### src/rtl/change_dispenser_fsm.sv
// Change dispenser: latches money/price, then pays out change greedily one coin per cycle
// from per-denomination inventories, flagging insufficient funds or unmakeable change.
module change_dispenser_fsm #(
    parameter int unsigned           WIDTH    = 7,
    parameter int unsigned           INV_W    = 4,
    parameter logic [INV_W-1:0]      INV_INIT = INV_W'(8),
    parameter int unsigned           DEN_Q    = 25,
    parameter int unsigned           DEN_D    = 10,
    parameter int unsigned           DEN_N    = 5,
    parameter int unsigned           DEN_P    = 1
) (
    input  logic             clk,
    input  logic             reset,
    input  logic             start,
    input  logic [WIDTH-1:0] money,
    input  logic [WIDTH-1:0] price,
    input  logic             inv_load,
    input  logic [INV_W-1:0] inv_q,
    input  logic [INV_W-1:0] inv_d,
    input  logic [INV_W-1:0] inv_n,
    input  logic [INV_W-1:0] inv_p,
    output logic             disp_Q,
    output logic             disp_D,
    output logic             disp_N,
    output logic             disp_P,
    output logic             done,
    output logic             busy,
    output logic             err_funds,
    output logic             err_nochange,
    output logic [WIDTH-1:0] change_left,
    output logic [3:0]       inv_empty
);

    typedef enum logic [1:0] {StIdle, StCalc, StDisp, StDone} state_t;

    // Index 3..0 = Q, D, N, P throughout, matching inv_empty bit order.
    localparam logic [WIDTH-1:0] DEN [4] = '{WIDTH'(DEN_P), WIDTH'(DEN_N),
                                             WIDTH'(DEN_D), WIDTH'(DEN_Q)};

    state_t             state_q, state_d;
    logic [WIDTH-1:0]   money_q, money_d;
    logic [WIDTH-1:0]   price_q, price_d;
    logic [WIDTH-1:0]   change_q, change_d;
    logic [INV_W-1:0]   cnt_q [4];
    logic [INV_W-1:0]   cnt_d [4];
    logic [3:0]         disp_q, disp_d;
    logic               done_q, done_d;
    logic               efunds_q, efunds_d;
    logic               enoch_q, enoch_d;
    logic               found;
    logic [1:0]         sel;

    always_comb begin
        state_d  = state_q;
        money_d  = money_q;
        price_d  = price_q;
        change_d = change_q;
        cnt_d    = cnt_q;
        disp_d   = '0;
        done_d   = 1'b0;
        efunds_d = efunds_q;
        enoch_d  = enoch_q;
        found    = 1'b0;
        sel      = 2'd0;

        // Largest affordable coin still in stock, Q first.
        for (int i = 3; i >= 0; i--) begin
            if (!found && cnt_q[i] != '0 && DEN[i] <= change_q) begin
                found = 1'b1;
                sel   = 2'(i);
            end
        end

        unique case (state_q)
            StIdle: begin
                if (inv_load) cnt_d = '{inv_p, inv_n, inv_d, inv_q};
                if (start) begin
                    money_d  = money;
                    price_d  = price;
                    efunds_d = 1'b0;
                    enoch_d  = 1'b0;
                    change_d = '0;
                    state_d  = StCalc;
                end
            end
            StCalc: begin
                if (money_q < price_q) begin
                    efunds_d = 1'b1;
                    change_d = '0;
                    done_d   = 1'b1;
                    state_d  = StDone;
                end else begin
                    change_d = money_q - price_q;
                    state_d  = StDisp;
                end
            end
            StDisp: begin
                if (change_q == '0) begin
                    done_d  = 1'b1;
                    state_d = StDone;
                end else if (found) begin
                    disp_d[sel] = 1'b1;
                    change_d    = change_q - DEN[sel];
                    cnt_d[sel]  = cnt_q[sel] - INV_W'(1);
                end else begin
                    enoch_d = 1'b1;
                    done_d  = 1'b1;
                    state_d = StDone;
                end
            end
            StDone: state_d = StIdle;
        endcase
    end

    always_ff @(posedge clk) begin
        if (reset) begin
            state_q  <= StIdle;
            money_q  <= '0;
            price_q  <= '0;
            change_q <= '0;
            cnt_q    <= '{default: INV_INIT};
            disp_q   <= '0;
            done_q   <= 1'b0;
            efunds_q <= 1'b0;
            enoch_q  <= 1'b0;
        end else begin
            state_q  <= state_d;
            money_q  <= money_d;
            price_q  <= price_d;
            change_q <= change_d;
            cnt_q    <= cnt_d;
            disp_q   <= disp_d;
            done_q   <= done_d;
            efunds_q <= efunds_d;
            enoch_q  <= enoch_d;
        end
    end

    assign {disp_Q, disp_D, disp_N, disp_P} = disp_q;
    assign done         = done_q;
    assign busy         = (state_q != StIdle);
    assign err_funds    = efunds_q;
    assign err_nochange = enoch_q;
    assign change_left  = change_q;

    always_comb begin
        for (int i = 0; i < 4; i++) inv_empty[i] = (cnt_q[i] == '0);
    end

endmodule
### config.mk
export PLATFORM = sky130hd
export DESIGN_NAME = change_dispenser_fsm
export DESIGN_NICKNAME = d
export VERILOG_FILES = /design/src/rtl/change_dispenser_fsm.sv
export SDC_FILE = /design/constraint.sdc
export NUM_CORES = 1
export LEC_CHECK = 0
export CORE_ASPECT_RATIO = 1.4
export CORE_UTILIZATION = 40
export CTS_BUF_LIST = sky130_fd_sc_hd__clkbuf_16
export DETAILED_ROUTE_END_ITERATION = 10
export PLACE_DENSITY_LB_ADDON = 0.2
export SLEW_MARGIN = 0
export SYNTH_ARGS = -nofsm -noshare
export SYNTH_HDL_FRONTEND = slang
export SYNTH_SLANG_ARGS = --single-unit
### constraint.sdc
create_clock -name clk -period 4.5 [get_ports clk]
set_input_delay 0.9 -clock clk [delete_from_list [all_inputs] [get_ports clk]]
set_output_delay 0.9 -clock clk [all_outputs]
set_load 0.005 [all_outputs]
# Word-level counts from Yosys, hierarchy flattened
# Cells that the tools add are included.
# classes
magnitude_cmp,9
eq_ne,10
mux,43
bitwise,3
n_reduce_logical,33
addsub,3
# ops
operator,count
16-bit 2-to-1 mux,3
7-bit 2-to-1 mux,6
16-bit case mux with 2 select lines,1
7-bit case mux with 3 select lines,1
16-bit bitwise mux,1
4-bit zero test,4
4-bit nonzero test,4
7-bit binary-select mux with 2-bit select,1
2-bit 2-to-1 mux,7
7-bit subtractor,2
1-bit 2-to-1 mux,13
4-bit 2-to-1 mux,3
2-bit inequality test (second input constant),6
4-bit AND reduction,3
1-bit logical AND,9
4-bit binary-select mux with 2-bit select,1
4-bit demux with 2-bit select,1
2-bit case mux with 4 select lines,1
1-bit by 7-bit less-or-equal comparator with 1-bit output (first input constant),1
3-bit by 7-bit less-or-equal comparator with 1-bit output (first input constant),1
4-bit by 7-bit less-or-equal comparator with 1-bit output (first input constant),1
5-bit by 7-bit less-or-equal comparator with 1-bit output (first input constant),1
7-bit zero test,1
7-bit < comparator,1
19 further kinds,28
# word_totals
elab_cells,113
out_inout_bits,19
regBits,46

# Depth between registers and ports, before layout
# depth
depth_word,24
mapped_depth,14
depth_no_buf,12

# Worst setup path before layout
# Ideal clock, no wire load.
# synth_path
kind,flip-flop to flip-flop
start,register change_q[1] (netlist: change_left[1])
end,register change_q[6] (netlist: change_left[6])
stages_incl_launch_ff,15
required_time_ps,4428
setup_slack_ps,1630
n_path_buf,2
arrival_time_ps,2797
setup_ps,72
period_less_slack_ps,2870
path_cell_list,dfxtp_1 -> o311a_4 -> or3_1 -> buf_6 -> a21oi_2 -> nand2b_1 -> buf_2 -> ha_1 -> nor2b_1 -> o21ai_0 -> nand2b_1 -> a211oi_1 -> xor2_1 -> a22oi_1 -> o2bb2ai_1
# synth_via
elab_chain_cells,23
elab_cells_between_ends,34
# synth_lines
element,line_no,source
from (decl),43,"logic [WIDTH-1:0] change_q, change_d;"
from (signal assigned),130,change_q <= change_d;
5-bit by 7-bit less-or-equal comparator with 1-bit output,68,if (!found && cnt_q[i] != '0 && DEN[i] <= change_q) begin
1-bit logical AND,68,
1-bit 2-to-1 mux,68,
1-bit zero test,68,
1-bit logical AND (2 in series),68,
1-bit 2-to-1 mux,68,
1-bit zero test,68,
1-bit logical AND (2 in series),68,
[4 not listed],n/a,
2-bit 2-to-1 mux,68,
2-bit inverter with 3-bit output (not written as such),103,change_d = change_q - DEN[sel];
7-bit binary-select mux with 2-bit select,103,
7-bit 2-to-1 mux (not written as such) (2 in series),103,
7-bit subtractor,103,
7-bit 2-to-1 mux,101,end else if (found) begin
7-bit 2-to-1 mux,98,if (change_q == '0) begin
7-bit case mux with 3 select lines,74,unique case (state_q)
# Several ways; a longest one is shown, not always the timed one. The select of a mux whose other input is x is not followed.
# A chain may end at the register's enable or synchronous reset.

# Worst setup path after layout
# Same ends and word-level chain as after synthesis.

==> impl_metrics.py <==
metrics = {
    "setup_path": {
        "crit_required_ps": 4660,
        "cp_top_family": "compound AO/OA/AOI/OAI gates",
        "slowest_delay_ps": 480,
        "cp_cell_sequence": "o311a_4, o31ai_4, nand2_1, ha_1, fa_1, nor2b_1, o21ai_0, nand2b_1, a211oi_1, xor2_1, a22oi_1, o2bb2ai_1",
        "cp_slowest_cell": "o31ai_4",
        "cp-start-kind": "flip-flop",
        "path_class": "reg2reg",
        "cp_data_arrival_time_ps": 3420,
        "path_max_fanout": 14,
        "worst-path-buf-inv": 0,
        "end_kind": "flip-flop",
    },
    "clock_tree": {
        "insertion_delay_ps": 290,
        "cts_resized": 0,
        "htree_levels": 2,
        "cts_tree": "done",
        "clk_transition_reported_paths_ps": 60,
        "hold_buffers": 0,
        "clock-sinks": 46,
        "clk_path_buf_depth": 2,
        "cts_buffers": 5,
        "clockRootBuffer": "clkbuf_16",
        "postCtsSetupBuffers": 0,
    },
    "pwr": {
        "p_leak_nw": 1.31,
        "powerDensity_nw_per_um2": 730,
        "ir_drop_mv": 0.328,
    },
    "drt": {
        "via_count": 2656,
        "routed_wl_um": 7290,
        "firstDrtPassIters": 4,
        "wl_met1_um": 2950,
        "drt-initial-drc-count": 214,
        "antenna_left": 0,
        "vias_per_cell": 5.58,
        "drc_errors": 0,
        "wl_per_cell_um": 15.3,
        "top_layer_used": "met4",
        "wl_met3_um": 317,
        "wl_met2_um": 3650,
    },
    "timing": {
        "clock_skew_ps": 7.04,
        "slew_headroom": 0.378,
        "tightest_slew_ps": 906,
        "min_period_over_period": 0.723,
        "slew_violations": 0,
        "finalHoldViolations": 0,
        "rsz0062_at_grt": "false",
        "fin_crit_ps": 3250,
        "max_clock_freq_mhz": 307,
        "worst_slack_ps": 1250,
        "fin_hold_ws_ps": 453,
        "setup_viol": 0,
        "fin_setup_tns_ps": 0,
    },
    "synth": {
        "yosysWarnings": 0,
        "synthArstFlopShare": 0,
        "synth_nets": 390,
        "synth_ff_type": "dfxtp_1",
        "ys_ff_latch": 46,
        "synth_top_area_frac": 0.330,
        "yosysSeqAreaShare": 0.330,
        "netlist_instances": 337,
        "netlist_area_um2": 2790,
        "synth_top_area_cell": "dfxtp_1",
        "synth_area_per_cell_um2": 8.28,
        "ys_top_cells_by_area": "dfxtp_1 (33%), ha_1 (7.6%), a21oi_1 (6.3%), nand2_1 (5.9%), inv_1 (3.0%)",
        "synth.distinct_cells": 61,
        "synth_edf_count": 0,
    },
    "placement": {
        "placed_area_um2": 3360,
        "dpl.hpwl_um": 5500,
        "gp_congestion": 0.916,
        "portBuffers": 52,
        "post-place-ws_ps": 1310,
    },
    "global_routing": {
        "grt_antenna_before_repair": 0,
        "grt_max_degree": 37,
        "grt_pass1_wl_um": 12200,
        "grt.overflow.total": 0,
        "grt_usage": 0.214,
        "grt_pass1_vias": 2662,
    },
    "die": {
        "start_util": 0.419,
        "die_x_um": 72.6,
        "io_pins": 53,
        "chipHeight_um": 101,
        "row_count": 35,
        "die_area_um2": 7320,
        "design.core.area_um2": 6660,
    },
    "layout": {
        "nets": 436,
        "n_antenna_cell": 0,
        "regArea_um2": 921,
        "fin_util": 0.526,
        "syn_to_final_growth_pct": 25.5,
        "drive_above_1_share": 0.0651,
        "finalInstanceArea_um2": 3500,
        "multi_input_area_um2": 1710,
        "n_fill_cell": 671,
    },
    "flow_run": {
        "cap_violations": 0,
    },
    "run_status": {
        "status": "complete, no violations",
    },
    "hold_path": {
        "holdCritPathClass": "reg2reg",
    },
}
[sequential cells by signal, indices dropped and copies added (netlist names), 2 cells and up]
name	cells
change_left	7
cnt_q	16
disp_q	4
money_q	7
price_q	7
state_q	2
[per-stage QoR]
| stage | cells | total power [mW] |
|---|---|---|
| 3_3_place_gp | 468 | 2.18 |
| 6_report | 476 | 2.56 |
| 3_5_place_dp | 468 | 2.19 |
| 5_1_grt | 476 | 2.77 |
| 4_1_cts | 476 | 2.55 |
| 2_1_floorplan | 337 | 1.80 |
[layout make-up]
class,count,area share
tap,92,0.0329
clock buffer,5,0.0357
sequential,46,0.263
clock inverter,3,0.00357
timing repair buffer,54,0.153
inverter,22,0.0236
multi-input combinational,254,0.488
[cell families (layout without fill, tap and decap cells)]
family / after synthesis / count (layout) / share of synthesized area
xor+xnor: 8 / 8 / 0.0278
compound gates: 120 / 120 / 0.303
flops: 46 / 46 / 0.330
mux: 3 / 3 / 0.0108
buf+inv: 37 / 84 / 0.0574
fa+ha+maj: 19 / 19 / 0.0906
simple gates: 104 / 104 / 0.181
[cell usage after synthesis (3+ instances only)]
| master | n |
|---|---|
| a21oi_1 | 35 |
| o21a_1 | 4 |
| nand2_1 | 44 |
| clkbuf_1 | 8 |
| or3_1 | 3 |
| ha_1 | 17 |
| nor2_1 | 18 |
| o21ai_0 | 13 |
| a22oi_1 | 8 |
| o21ai_1 | 5 |
| nor2b_1 | 3 |
| nor4_1 | 5 |
| a221oi_1 | 4 |
| nor3_1 | 10 |
| xnor2_1 | 4 |
| inv_1 | 22 |
| dfxtp_1 | 46 |
| o31ai_1 | 3 |
| a211oi_1 | 6 |
| xor2_1 | 3 |
| nand3_1 | 6 |
| mux2i_1 | 3 |
| o22ai_1 | 7 |
| a21o_1 | 5 |
| buf_4 | 3 |
| o2bb2ai_1 | 7 |
[layer usage]
metal | GRT usage | vias to the layer above
met4 | 0.136 | 0
met2 | 0.370 | 91
met1 | 0.243 | 1212
li1 | - | 1321
met3 | 0.0290 | 32
met5 | 0 | -
[final timing paths]
kind	startpoint	end	slack, ps	cells after the start
setup / recovery	change_left[1]$_SDFFE_PP0P_	change_left[6]$_SDFFE_PP0P_	1250	12
hold / removal	price_q[3]$_SDFFE_PP0P_	price_q[3]$_SDFFE_PP0P_	450	2
setup reg to reg	change_left[1]$_SDFFE_PP0P_	change_left[6]$_SDFFE_PP0P_	1250	12
hold reg to reg	price_q[3]$_SDFFE_PP0P_	price_q[3]$_SDFFE_PP0P_	450	2
[power breakdown]
part	internal, mW	switching [mW]	leakage [nW]	total (mW)
registers	0.516	0.117	0.376	0.633
clock network	0.201	0.152	0.0724	0.353
logic	0.654	0.916	0.858	1.57
[worst min-delay path, delay by kind of cell, from the launching register on]
kind               cells  cell delay [ps]
DFF                    1              310
AOI/OAI and AO/OA      1               50
and+or+nand+nor        1               50
[cells in the final DEF (no fill, tap or decap), types with 3 or more instances in the layout]
master	instances
xor2_1	3
nor2_1	18
nor2b_1	3
a21oi_1	35
clkdlybuf4s50_1	52
a22oi_1	8
inv_1	23
nand2_1	44
a221oi_1	4
o21ai_0	13
xnor2_1	4
o22ai_1	7
o21a_1	4
a211oi_1	6
clkbuf_16	5
a21o_1	5
or3_1	3
dfxtp_1	46
nor4_1	5
o31ai_1	3
nor3_1	10
ha_1	17
o2bb2ai_1	7
nand3_1	6
mux2i_1	3
o21ai_1	5
No activity file was read; power rests on OpenSTA's default activity.
==> RTL edit (config.mk and constraints unchanged) <==
`INV_W`: 4 -> 5.
--- a/src/rtl/change_dispenser_fsm.sv
+++ b/src/rtl/change_dispenser_fsm.sv
@@ -3,5 +3,5 @@
 module change_dispenser_fsm #(
     parameter int unsigned           WIDTH    = 7,
-    parameter int unsigned           INV_W    = 4,
+    parameter int unsigned           INV_W    = 5,
     parameter logic [INV_W-1:0]      INV_INIT = INV_W'(8),
     parameter int unsigned           DEN_Q    = 25,
Interface: changed (resized inv_d, inv_n, inv_p and inv_q); port bits go from 53 to 57. No check against the original RTL was run, so the function may have changed too.
==> RTL edit against the original RTL <==
  * Power grew 22%
  * Sequential cell count up 4
  * Area after synthesis grew 6.9%
  * Wire length rose by 14%
  * Design area up 8.8%
  * Worst hold slack improved by 0.0048 ns
  * Sequential power grew 13%
  * Worst setup slack worse by 0.51 ns
==> RTL edit: results (changes against the original RTL) <==
| Metric | Value |
|---|---|
| Dpl cells | `517 (was 468)` |
| CP endpoint kind | `register (unchanged)` |
| CP max stage delay | `0.56 ns (was 0.48 ns)` |
| Metal-1 WL | `3260 um (was 2950 um)` |
| Post-DR vias/cell | `5.59 (was 5.58)` |
| Gate Count Post-Synth | `376 (was 337)` |
| Net load switching power | `1.50 mW (was 1.19 mW)` |
| Num CTS Buffers | `5 (unchanged)` |
| Post-synthesis compound-gate area fraction | `0.285 (was 0.303)` |
| Worst-Skew Late Latency | `0.29 ns (about the same)` |
| Post-Synth XOR/XNOR Area | `0.0352 (was 0.0278)` |
| Lkg Pwr | `1.44 nW (was 1.31 nW)` |
| Pre-CTS setup slack | `0.733 ns (was 1.31 ns)` |
| Unique cell type count in the Yosys netlist | `54 (was 61)` |
| Worst-path clk slew | `0.07 ns` |
| Met2 GRT Util | `0.413 (was 0.370)` |
| Max reg flops | `20 (was 16)` |
| I/O Buffers | `56 (was 52)` |
| N_diodes | `0 (unchanged)` |
| Syn nets | `434 (was 390)` |
| Multiplexer area fraction after synthesis | `0.00336 (was 0.0108)` |
| Met3 Usage GRT | `0.0407 (was 0.0290)` |
| Worst Reg-to-Reg Cells | `13 (was 12)` |
| Synth cell count leaders | `nand2_1 (51), dfxtp_1 (50), a21oi_1 (32), nor2_1 (32), inv_1 (24) (was dfxtp_1 (46), nand2_1 (44), a21oi_1 (35))` |
| First-pass GRT wire length | `13400 um (was 12200 um)` |
| GRT Total Usage | `0.225 (was 0.214)` |
| Largest net degree at the start of global routing | `44 (was 37)` |
| Sequential area share after synthesis | `0.336 (was 0.330)` |
| Worst Path Arrival | `3.93 ns (was 3.42 ns)` |
| Nets | `487 (was 436)` |
| Vias in the first global route | `2883 (was 2662)` |
| DR WL met2 | `4380 um (was 3650 um)` |
| Met1 Usage GRT | `0.242 (was 0.243)` |
| Hold path startpoint | `price_q[1]$_SDFFE_PP0P_ (was price_q[3]$_SDFFE_PP0P_)` |
| Crit-path slowest cell | `a22oi_2 (was o31ai_4)` |
| Area contributors post-synth | `dfxtp_1 (34%), ha_1 (7.6%), nand2_1 (6.4%) (was dfxtp_1 (33%), ha_1 (7.6%), a21oi_1 (6.3%))` |
| Total number of vias | `2935 (was 2656)` |
| Starting DRT DRC Count | `164 (was 214)` |
| Yosys warning count | `0 (unchanged)` |
| DP Wirelength | `6300 um (was 5500 um)` |
| # H-tree levels | `2 (unchanged)` |
| Maximum vdd drop | `0.342 mV (was 0.328 mV)` |
| GPL Wtd Cong | `0.881 (was 0.916)` |
| Worst Skew | `0.00472 ns (was 0.00704 ns)` |
| CP max FO | `14 (unchanged)` |
| Adder-cell share of the synthesized area | `0.0890 (was 0.0906)` |
| Relative slew slack | `0.482 (was 0.378)` |
| Final min period | `3.77 ns (was 3.25 ns)` |
| WL final | `8290 um (was 7290 um)` |
| Async SR Flop Fraction | `0 (unchanged)` |
| Status | `finished clean (unchanged)` |
| Share of layout cells above drive strength 1 | `0.0605 (was 0.0651)` |
| Met3 WL post-DR | `360 um (was 317 um)` |
| Placed cell areas | `3640 sq um (was 3360 sq um)` |
[RTL edit: cell types whose count changed after synthesis, moves of 4 or more]
cell and delta:
o21ai_0 +10, dfxtp_1 +4, xnor2_1 +6, o22ai_1 +7
nor2_1 +14, a22oi_1 -8, clkbuf_1 +7, nor3_1 +7
o22a_1 +4, nand2_1 +7, o2bb2ai_1 -6, o21ai_1 -4
[RTL edit: cell type report]
cell class,count,area (sq um)
tap,95,119
clock inverter,3,43.8
clock buffer,5,125
fill,705,3260
multi-input combinational,286,1820
inverter,24,90.1
timing repair buffer,62,606
sequential,50,1000
[RTL edit: worst max-delay path, delay by kind of cell, from the launching register on]
| kind | cells | cell delay [ns] |
|---|---|---|
| and+or+nand+nor | 1 | 0.39 |
| AOI/OAI and AO/OA | 7 | 1.57 |
| xor gates and xnor gates | 1 | 0.14 |
| buffers and inverters | 2 | 0.45 |
| DFF | 1 | 0.48 |
| adders and majority gates | 2 | 0.62 |
[RTL edit: how the worst min path moves through the flow]
stage                                   end  slack [ns]  cells past startpoint
CTS                 price_q[2]$_SDFFE_PP0P_        0.46                      2
finish              price_q[1]$_SDFFE_PP0P_        0.46                      2
global route        price_q[2]$_SDFFE_PP0P_        0.48                      2
floorplan           money_q[0]$_SDFFE_PP0P_        0.44                      2
detailed placement  price_q[2]$_SDFFE_PP0P_        0.45                      2
global placement    money_q[0]$_SDFFE_PP0P_        0.44                      2
[RTL edit: power groups by stage]
stage	clock network (mW)	registers [mW]	logic, mW
final	0.438	0.715	1.97
after global routing	0.465	0.733	2.16
after CTS	0.449	0.711	1.98
after detailed placement	0	0.721	1.97
after floorplan	0	0.682	1.43
after global placement	0	0.719	1.95
